==> config.mk <==
export PLATFORM = sky130hd
export DESIGN_NAME = uart_regs_fifo
export DESIGN_NICKNAME = d
export VERILOG_FILES = /design/src/rtl/uart_regs_pkg.sv /design/src/rtl/sync_fifo.sv /design/src/rtl/uart_regs_fifo.sv
export SDC_FILE = /design/constraint.sdc
export NUM_CORES = 1
export LEC_CHECK = 0
export CORE_ASPECT_RATIO = 0.5
export CORE_MARGIN = 3
export CORE_UTILIZATION = 42
export CTS_CLUSTER_DIAMETER = 60
export DETAILED_ROUTE_END_ITERATION = 12
export PLACE_DENSITY = 0.62
export SYNTH_ARGS = -nofsm -noshare
export SYNTH_HDL_FRONTEND = slang
export SYNTH_HIERARCHICAL = 1
export SYNTH_SLANG_ARGS = --single-unit
==> constraint.sdc <==
create_clock -name clk -period 5.7 [get_ports clk]
set_input_delay 0.57 -clock clk [delete_from_list [all_inputs] [get_ports clk]]
set_output_delay 0.57 -clock clk [all_outputs]
set_load 0.01 [all_outputs]
==> src/rtl/uart_regs_pkg.sv <==
// UART CSR block register map and field constants.
// Shared by the CSR top and the bench-facing documentation of the map.
package uart_regs_pkg;

  localparam int DATA_ADDR   = 'h04;
  localparam int STAT_ADDR   = 'h0C;
  localparam int CTRL_ADDR   = 'h10;
  localparam int LP_ADDR     = 'h14;
  localparam int INSTAT_ADDR = 'h20;
  localparam int INTEN_ADDR  = 'h24;
  localparam int ID_ADDR     = 'h40;

  localparam int DATA_FERR_LSB = 16;
  localparam int DATA_PERR_LSB = 17;

  localparam int STAT_BUSY_LSB    = 2;
  localparam int STAT_RXE_LSB     = 4;
  localparam int STAT_TXF_LSB     = 8;
  localparam int STAT_RXLVL_LSB   = 16;
  localparam int STAT_RXLVL_WIDTH = 8;
  localparam int STAT_TXLVL_LSB   = 24;
  localparam int STAT_TXLVL_WIDTH = 8;

  localparam int CTRL_BAUD_LSB   = 0;
  localparam int CTRL_BAUD_WIDTH = 2;
  localparam int CTRL_TXEN_LSB   = 4;
  localparam int CTRL_RXEN_LSB   = 5;
  localparam int CTRL_TXST_LSB   = 6;
  localparam logic [31:0] CTRL_MASK  = 32'h0000_0033;
  localparam logic [31:0] CTRL_RESET = 32'h0;

  localparam int LP_DIV_LSB   = 0;
  localparam int LP_DIV_WIDTH = 8;
  localparam int LP_EN_LSB    = 31;
  localparam logic [31:0] LP_MASK  = 32'h8000_00FF;
  localparam logic [31:0] LP_RESET = 32'h0;

  localparam int INSTAT_TX_LSB    = 0;
  localparam int INSTAT_RX_LSB    = 1;
  localparam int INSTAT_RXOVR_LSB = 2;
  localparam int INSTAT_TXOVR_LSB = 3;
  localparam int INSTAT_WIDTH     = 4;
  localparam logic [31:0] INSTAT_MASK  = 32'h0000_000F;
  localparam logic [31:0] INSTAT_RESET = 32'h0;

  localparam int INTEN_WIDTH = 4;
  localparam logic [31:0] INTEN_MASK  = 32'h0000_000F;
  localparam logic [31:0] INTEN_RESET = 32'h0;

endpackage

==> src/rtl/sync_fifo.sv <==
// First-word-fall-through synchronous FIFO; a push into a full
// FIFO is accepted only when a pop happens in the same cycle.
module sync_fifo #(
  parameter int WIDTH = 8,
  parameter int DEPTH = 16
) (
  input  logic                     clk,
  input  logic                     rst,
  input  logic                     push,
  input  logic                     pop,
  input  logic [WIDTH-1:0]         din,
  output logic [WIDTH-1:0]         dout,
  output logic                     full,
  output logic                     empty,
  output logic [$clog2(DEPTH):0]   level
);

  localparam int AW = $clog2(DEPTH);
  localparam int LW = AW + 1;

  logic [WIDTH-1:0] mem [DEPTH];
  logic [AW-1:0]    wp;
  logic [AW-1:0]    rp;
  logic             do_push;
  logic             do_pop;

  assign empty   = (level == '0);
  assign full    = (level == LW'(DEPTH));
  assign do_pop  = pop & ~empty;
  assign do_push = push & (~full | do_pop);
  assign dout    = mem[rp];

  always_ff @(posedge clk) begin
    if (do_push) mem[wp] <= din;
  end

  always_ff @(posedge clk) begin
    if (rst) begin
      wp    <= '0;
      rp    <= '0;
      level <= '0;
    end else begin
      if (do_push) wp <= wp + AW'(1);
      if (do_pop)  rp <= rp + AW'(1);
      level <= level + LW'(do_push) - LW'(do_pop);
    end
  end

endmodule

==> src/rtl/uart_regs_fifo.sv <==
// UART CSR block: local-bus register map, TX/RX FIFOs,
// W1C sticky interrupt status and a registered irq.
module uart_regs_fifo
  import uart_regs_pkg::*;
#(
  parameter int          ADDR_WIDTH = 16,
  parameter int          DATA_WIDTH = 32,
  parameter int          BASE_ADDR  = 0,
  parameter int          FIFO_WIDTH = 8,
  parameter int          TX_DEPTH   = 16,
  parameter int          RX_DEPTH   = 16,
  parameter logic [31:0] ID_VALUE   = 32'hCAFE0666
) (
  input  logic                  clk,
  input  logic                  rst,
  input  logic [ADDR_WIDTH-1:0] lb_waddr,
  input  logic [DATA_WIDTH-1:0] lb_wdata,
  input  logic                  lb_wen,
  input  logic [3:0]            lb_wstrb,
  output logic                  lb_wready,
  input  logic [ADDR_WIDTH-1:0] lb_raddr,
  input  logic                  lb_ren,
  output logic [DATA_WIDTH-1:0] lb_rdata,
  output logic                  lb_rvalid,
  output logic [FIFO_WIDTH-1:0] tx_data,
  output logic                  tx_valid,
  input  logic                  tx_ready,
  input  logic [FIFO_WIDTH-1:0] rx_data,
  input  logic                  rx_ferr,
  input  logic                  rx_perr,
  input  logic                  rx_valid,
  input  logic                  busy,
  output logic [1:0]            ctrl_baud,
  output logic                  ctrl_txen,
  output logic                  ctrl_rxen,
  output logic                  ctrl_txst,
  output logic [7:0]            lp_div,
  output logic                  lp_en,
  output logic                  irq
);

  localparam int FW  = FIFO_WIDTH;
  localparam int TLW = $clog2(TX_DEPTH) + 1;
  localparam int RLW = $clog2(RX_DEPTH) + 1;

  function automatic logic hit(input logic [ADDR_WIDTH-1:0] a,
                               input int off);
    return a == ADDR_WIDTH'(BASE_ADDR + off);
  endfunction

  logic                     wb0;
  logic                     w_data;
  logic                     w_ctrl;
  logic                     w_lp0;
  logic                     w_lp3;
  logic                     w_instat;
  logic                     w_inten;
  logic                     r_data;
  logic [INSTAT_WIDTH-1:0]  instat;
  logic [INTEN_WIDTH-1:0]   inten;
  logic [INSTAT_WIDTH-1:0]  set;
  logic [INSTAT_WIDTH-1:0]  clr;
  logic [DATA_WIDTH-1:0]    rd;

  logic            tx_full;
  logic            tx_empty;
  logic [TLW-1:0]  tx_level;
  logic            tx_pop;
  logic            tx_push;
  logic            tx_ovr;
  logic            tx_drain;

  logic            rx_full;
  logic            rx_empty;
  logic [RLW-1:0]  rx_level;
  logic [FW+1:0]   rx_head;
  logic            rx_req;
  logic            rx_pop;
  logic            rx_push;
  logic            rx_ovr;

  logic            unused_bits;

  assign unused_bits = ^{lb_wdata, lb_wstrb};
  assign lb_wready   = 1'b1;

  assign wb0      = lb_wen & lb_wstrb[0];
  assign w_data   = wb0 & hit(lb_waddr, DATA_ADDR);
  assign w_ctrl   = wb0 & hit(lb_waddr, CTRL_ADDR);
  assign w_lp0    = wb0 & hit(lb_waddr, LP_ADDR);
  assign w_lp3    = lb_wen & lb_wstrb[3] & hit(lb_waddr, LP_ADDR);
  assign w_instat = wb0 & hit(lb_waddr, INSTAT_ADDR);
  assign w_inten  = wb0 & hit(lb_waddr, INTEN_ADDR);
  assign r_data   = lb_ren & hit(lb_raddr, DATA_ADDR);

  // A same-cycle pop frees the slot, so a push into a full FIFO still lands.
  assign tx_valid = ~tx_empty;
  assign tx_pop   = tx_valid & tx_ready;
  assign tx_push  = w_data & (~tx_full | tx_pop);
  assign tx_ovr   = w_data & tx_full & ~tx_pop;
  assign tx_drain = tx_pop & (tx_level == TLW'(1)) & ~tx_push;

  assign rx_req  = rx_valid & ctrl_rxen;
  assign rx_pop  = r_data & ~rx_empty;
  assign rx_push = rx_req & (~rx_full | rx_pop);
  assign rx_ovr  = rx_req & rx_full & ~rx_pop;

  always_comb begin
    set = '0;
    set[INSTAT_TX_LSB]    = tx_drain;
    set[INSTAT_RX_LSB]    = rx_push;
    set[INSTAT_RXOVR_LSB] = rx_ovr;
    set[INSTAT_TXOVR_LSB] = tx_ovr;
    clr = w_instat ? lb_wdata[INSTAT_WIDTH-1:0] : '0;
  end

  sync_fifo #(.WIDTH(FW), .DEPTH(TX_DEPTH)) u_tx (
    .clk   (clk),
    .rst   (rst),
    .push  (tx_push),
    .pop   (tx_pop),
    .din   (lb_wdata[FW-1:0]),
    .dout  (tx_data),
    .full  (tx_full),
    .empty (tx_empty),
    .level (tx_level)
  );

  sync_fifo #(.WIDTH(FW + 2), .DEPTH(RX_DEPTH)) u_rx (
    .clk   (clk),
    .rst   (rst),
    .push  (rx_push),
    .pop   (rx_pop),
    .din   ({rx_perr, rx_ferr, rx_data}),
    .dout  (rx_head),
    .full  (rx_full),
    .empty (rx_empty),
    .level (rx_level)
  );

  always_comb begin
    rd = '0;
    unique case (1'b1)
      hit(lb_raddr, DATA_ADDR): begin
        if (!rx_empty) begin
          rd[FW-1:0]          = rx_head[FW-1:0];
          rd[DATA_FERR_LSB]   = rx_head[FW];
          rd[DATA_PERR_LSB]   = rx_head[FW+1];
        end
      end
      hit(lb_raddr, STAT_ADDR): begin
        rd[STAT_BUSY_LSB] = busy;
        rd[STAT_RXE_LSB]  = rx_empty;
        rd[STAT_TXF_LSB]  = tx_full;
        rd[STAT_RXLVL_LSB +: STAT_RXLVL_WIDTH] =
          STAT_RXLVL_WIDTH'(rx_level);
        rd[STAT_TXLVL_LSB +: STAT_TXLVL_WIDTH] =
          STAT_TXLVL_WIDTH'(tx_level);
      end
      hit(lb_raddr, CTRL_ADDR): begin
        rd[CTRL_BAUD_LSB +: CTRL_BAUD_WIDTH] = ctrl_baud;
        rd[CTRL_TXEN_LSB] = ctrl_txen;
        rd[CTRL_RXEN_LSB] = ctrl_rxen;
      end
      hit(lb_raddr, LP_ADDR): begin
        rd[LP_DIV_LSB +: LP_DIV_WIDTH] = lp_div;
        rd[LP_EN_LSB] = lp_en;
      end
      hit(lb_raddr, INSTAT_ADDR): rd[INSTAT_WIDTH-1:0] = instat;
      hit(lb_raddr, INTEN_ADDR):  rd[INTEN_WIDTH-1:0]  = inten;
      hit(lb_raddr, ID_ADDR):     rd = DATA_WIDTH'(ID_VALUE);
      default: rd = '0;
    endcase
  end

  always_ff @(posedge clk) begin
    if (rst) begin
      ctrl_baud <= CTRL_RESET[CTRL_BAUD_LSB +: CTRL_BAUD_WIDTH];
      ctrl_txen <= CTRL_RESET[CTRL_TXEN_LSB];
      ctrl_rxen <= CTRL_RESET[CTRL_RXEN_LSB];
      ctrl_txst <= 1'b0;
      lp_div    <= LP_RESET[LP_DIV_LSB +: LP_DIV_WIDTH];
      lp_en     <= LP_RESET[LP_EN_LSB];
      instat    <= INSTAT_RESET[INSTAT_WIDTH-1:0];
      inten     <= INTEN_RESET[INTEN_WIDTH-1:0];
      irq       <= 1'b0;
      lb_rvalid <= 1'b0;
      lb_rdata  <= '0;
    end else begin
      if (w_ctrl) begin
        ctrl_baud <= lb_wdata[CTRL_BAUD_LSB +: CTRL_BAUD_WIDTH];
        ctrl_txen <= lb_wdata[CTRL_TXEN_LSB];
        ctrl_rxen <= lb_wdata[CTRL_RXEN_LSB];
      end
      ctrl_txst <= w_ctrl & lb_wdata[CTRL_TXST_LSB];
      if (w_lp0) lp_div <= lb_wdata[LP_DIV_LSB +: LP_DIV_WIDTH];
      if (w_lp3) lp_en  <= lb_wdata[LP_EN_LSB];
      if (w_inten) inten <= lb_wdata[INTEN_WIDTH-1:0];
      // Set is applied after clear so a coincident event is not lost.
      instat    <= (instat & ~clr) | set;
      irq       <= |(instat & inten);
      lb_rvalid <= lb_ren;
      if (lb_ren) lb_rdata <= rd;
    end
  end

endmodule

==> impl_metrics.json <==
{
  "outcome": "finished, final reports clean",
  "cts_resized": 0,
  "max_stage_delay_ns": 0.60,
  "rsz0062_at_grt": "false",
  "hold-worst-slack_ns": 0.468,
  "grt_max_degree": 67,
  "drc": 0,
  "crit_type": "flop to flop",
  "firstDrtPassIters": 5,
  "worst_slew_pin_slew_ns": 1.11,
  "ys.warnings.count": 6,
  "synth_cells": 982,
  "reg2reg_slack_ns": 1.35,
  "maxCapViolCount": 0,
  "overflow": 0,
  "synth_edf_count": 288,
  "r2r_end": "u_rx/level[4]",
  "use_met2_pct": 29.2,
  "cp_top_family": "compound AO/OA/AOI/OAI gates",
  "diodes": 0,
  "cts_root_buf": "clkbuf_16",
  "netlist_area_um2": 15300,
  "whs_path_depth": 2,
  "fp.dieW_um": 276,
  "fin_nets": 1199,
  "rows": 48,
  "fin_total_pwr_mw": 5.65,
  "design_area_um2": 17900,
  "drt_first_iter_violations": 727,
  "dieArea_um2": 39000,
  "place.gp.congestion": 0.863,
  "reg2reg_depth": 16,
  "vias_per_cell": 5.63,
  "worstPathArrival_ns": 4.85,
  "path_clk_slew_ns": 0.07,
  "hpwl_mm": 22.4,
  "cts_setup_buffers": 0,
  "period_share_pct": 76.3,
  "cts_tree": "built",
  "drt-total-wl_mm": 34.3,
  "skew_ns": 0.0265,
  "postPlaceCellArea_um2": 16800,
  "grt_pass1_wl_mm": 52.6,
  "wl_per_cell_um": 21.6,
  "start_util_pct": 43.5,
  "grt-busiest-layer": "met2",
  "clk_latency_ns": 0.58,
  "tns_ns": 0,
  "clock.fmax_mhz": 230,
  "reg2reg_from": "u_rx/level[2]",
  "cts_buffers": 31,
  "synthFlopType": "edfxtp_1",
  "holdBufCountCts": 0,
  "gr-usage-met3_pct": 2.90,
  "p_per_area_nw_per_um2": 316,
  "h-tree-depth": 1,
  "drv_slew": 0,
  "slew_headroom_pct": 26.3,
  "drive_gt1_share_pct": 11.7,
  "io_pins": 143,
  "yosysUniqueCellTypes": 70,
  "async_flop_share_pct": 0,
  "cts_sinks": 368,
  "clockBufferDepth": 3,
  "min_period_ns": 4.35,
  "crit_path_end_kind": "flop",
  "seq_area_frac_synth_pct": 66.8,
  "path_buf_inv": 3,
  "grtUsageMet1_pct": 23.7,
  "setup_viol": 0,
  "antenna_found_initial": 0,
  "grt_pass1_vias": 8903,
  "holdPathEnd": "lb_rdata[24]",
  "finalHoldViolations": 0,
  "leakagePower_nw": 5.78,
  "hold_class": "flop to flop",
  "core_um2": 35300,
  "startpoint_type": "flop",
  "syn2layout_area_growth_pct": 16.5,
  "grt_use_total_pct": 17.4,
  "path_cells": "inv_1, ha_1, or4b_1, inv_1, nor4_4, a21boi_0, nor2_1, o21ai_1, ha_1, inv_1, ha_1, fa_1, a21oi_1, nor2_1, or3_1, a21oi_1",
  "dr_total_vias": 8941,
  "ant_nets": 0,
  "port-buffer-count": 110,
  "avgSynthCellArea_um2": 15.6,
  "cp_slowest_cell": "o21ai_1",
  "ys_ff_latch": 368,
  "irDropWorstVdd_mv": 0.177,
  "cp_data_required_time_ns": 6.20,
  "critPathMaxFanout": 13,
  "worstHoldStart": "lb_rdata[24]",
  "die_y_um": 141
}
-- synthesized netlist by cell type, types with 13 or more instances --
cell type	number	share of area [%]
nand3_1	44	1.4
a22oi_1	43	2.1
ha_1	22	1.8
buf_4	16	0.78
and3_1	18	0.73
a21oi_1	34	1.1
edfxtp_1	288	56
o21ai_0	28	0.91
nand2_1	55	1.3
nor2_1	56	1.4
inv_1	25	0.61
mux4_2	46	6.7
and2_1	13	0.53
clkbuf_1	20	0.49
mux4_1	26	4.5
nor3_1	17	0.55
dfxtp_1	80	10
-- kinds of logic (layout without fill, tap and decap cells) --
logic type	after synthesis	in the layout	synth area share [%]
AOI/OAI and AO/OA	148	148	6.44
xor gates and xnor gates	18	18	1.03
adders and majority gates	24	24	2.05
buffers and inverters	85	212	3.02
DFF	368	368	66.8
muxes	76	76	11.5
other	2	7	0.0489
and+or+nand+nor	261	261	9.16
-- where the power goes --
group          internal (mW)  switching [mW]
registers               2.91          0.0780
logic                  0.260           0.231
clock network           1.22           0.948
-- final cells by class --
| cell class | instances | area, µm² |
|---|---|---|
| clock buffers | 40 | 840 |
| fillers | 2879 | 17400 |
| flip-flops and latches | 368 | 10300 |
| repair buffers | 129 | 1240 |
| well taps | 475 | 594 |
| inverters | 26 | 97.6 |
| clock inverters | 17 | 196 |
| multi-input cells | 534 | 4660 |
-- registers in the layout, summed over array words and instances, names as in the netlist, named ones only --
| signal | count |
|---|---|
| ctrl_txst | 1 |
| u_tx/mem | 128 |
| ctrl_rxen | 1 |
| instat | 4 |
| u_tx/wp | 4 |
| u_rx/mem | 160 |
| lb_rdata | 22 |
| u_tx/level | 5 |
| lp_div | 8 |
| u_rx/rp | 4 |
| inten | 4 |
| u_tx/rp | 4 |
| ctrl_baud | 2 |
| lb_rvalid | 1 |
| lp_en | 1 |
| u_rx/level | 5 |
| ctrl_txen | 1 |
| irq | 1 |
| u_rx/wp | 4 |
-- worst min-delay path: cells and delay by family (launching register included) --
| family | cells | cell delay, ns |
|---|---|---|
| DFF | 1 | 0.31 |
| and+or+nand+nor | 1 | 0.06 |
| AOI/OAI and AO/OA | 1 | 0.05 |
-- worst max-delay path by stage --
stage,from,to,slack (ns),cells after the start
finish,u_rx/level[2],u_rx/level[4],1.35,16
global route,lb_waddr[1],u_tx/level[4],0.96,13
CTS,u_rx/level[2],u_rx/level[4],1.41,16
detailed placement,lb_waddr[1],u_tx/level[4],0.84,13
global placement,lb_raddr[5],u_rx/level[4],0.94,14
floorplan,lb_waddr[1],u_tx/level[4],2.06,14
-- layer usage --
layer,part of all wire [%],wire length (µm)
met5,0,0
met4,2.4,825
met3,5.8,1990
met2,50,17000
met1,42,14500
-- cell usage in the layout (no fill, tap or decap), types with 17 or more instances in the layout --
cell type        instances
clkbuf_16               31
o21ai_0                 28
buf_4                   19
nor2_1                  56
clkdlybuf4s50_1        109
mux4_1                  26
nand2_1                 55
nor3_1                  17
a21oi_1                 34
mux4_2                  46
inv_1                   25
edfxtp_1               288
a22oi_1                 43
and3_1                  18
dfxtp_1                 77
nand3_1                 44
ha_1                    22
-- through the flow --
step / util [%] / instances / worst slack [ns]
floorplan: - / 987 / 2.06
CTS: 50.7 / 1589 / 1.41
global placement: 47.8 / 1532 / 0.942
global route: 50.7 / 1589 / 0.963
finish: 50.7 / 1589 / 1.35
detailed placement: 47.8 / 1532 / 0.841
(Power assumes the default switching activity.)
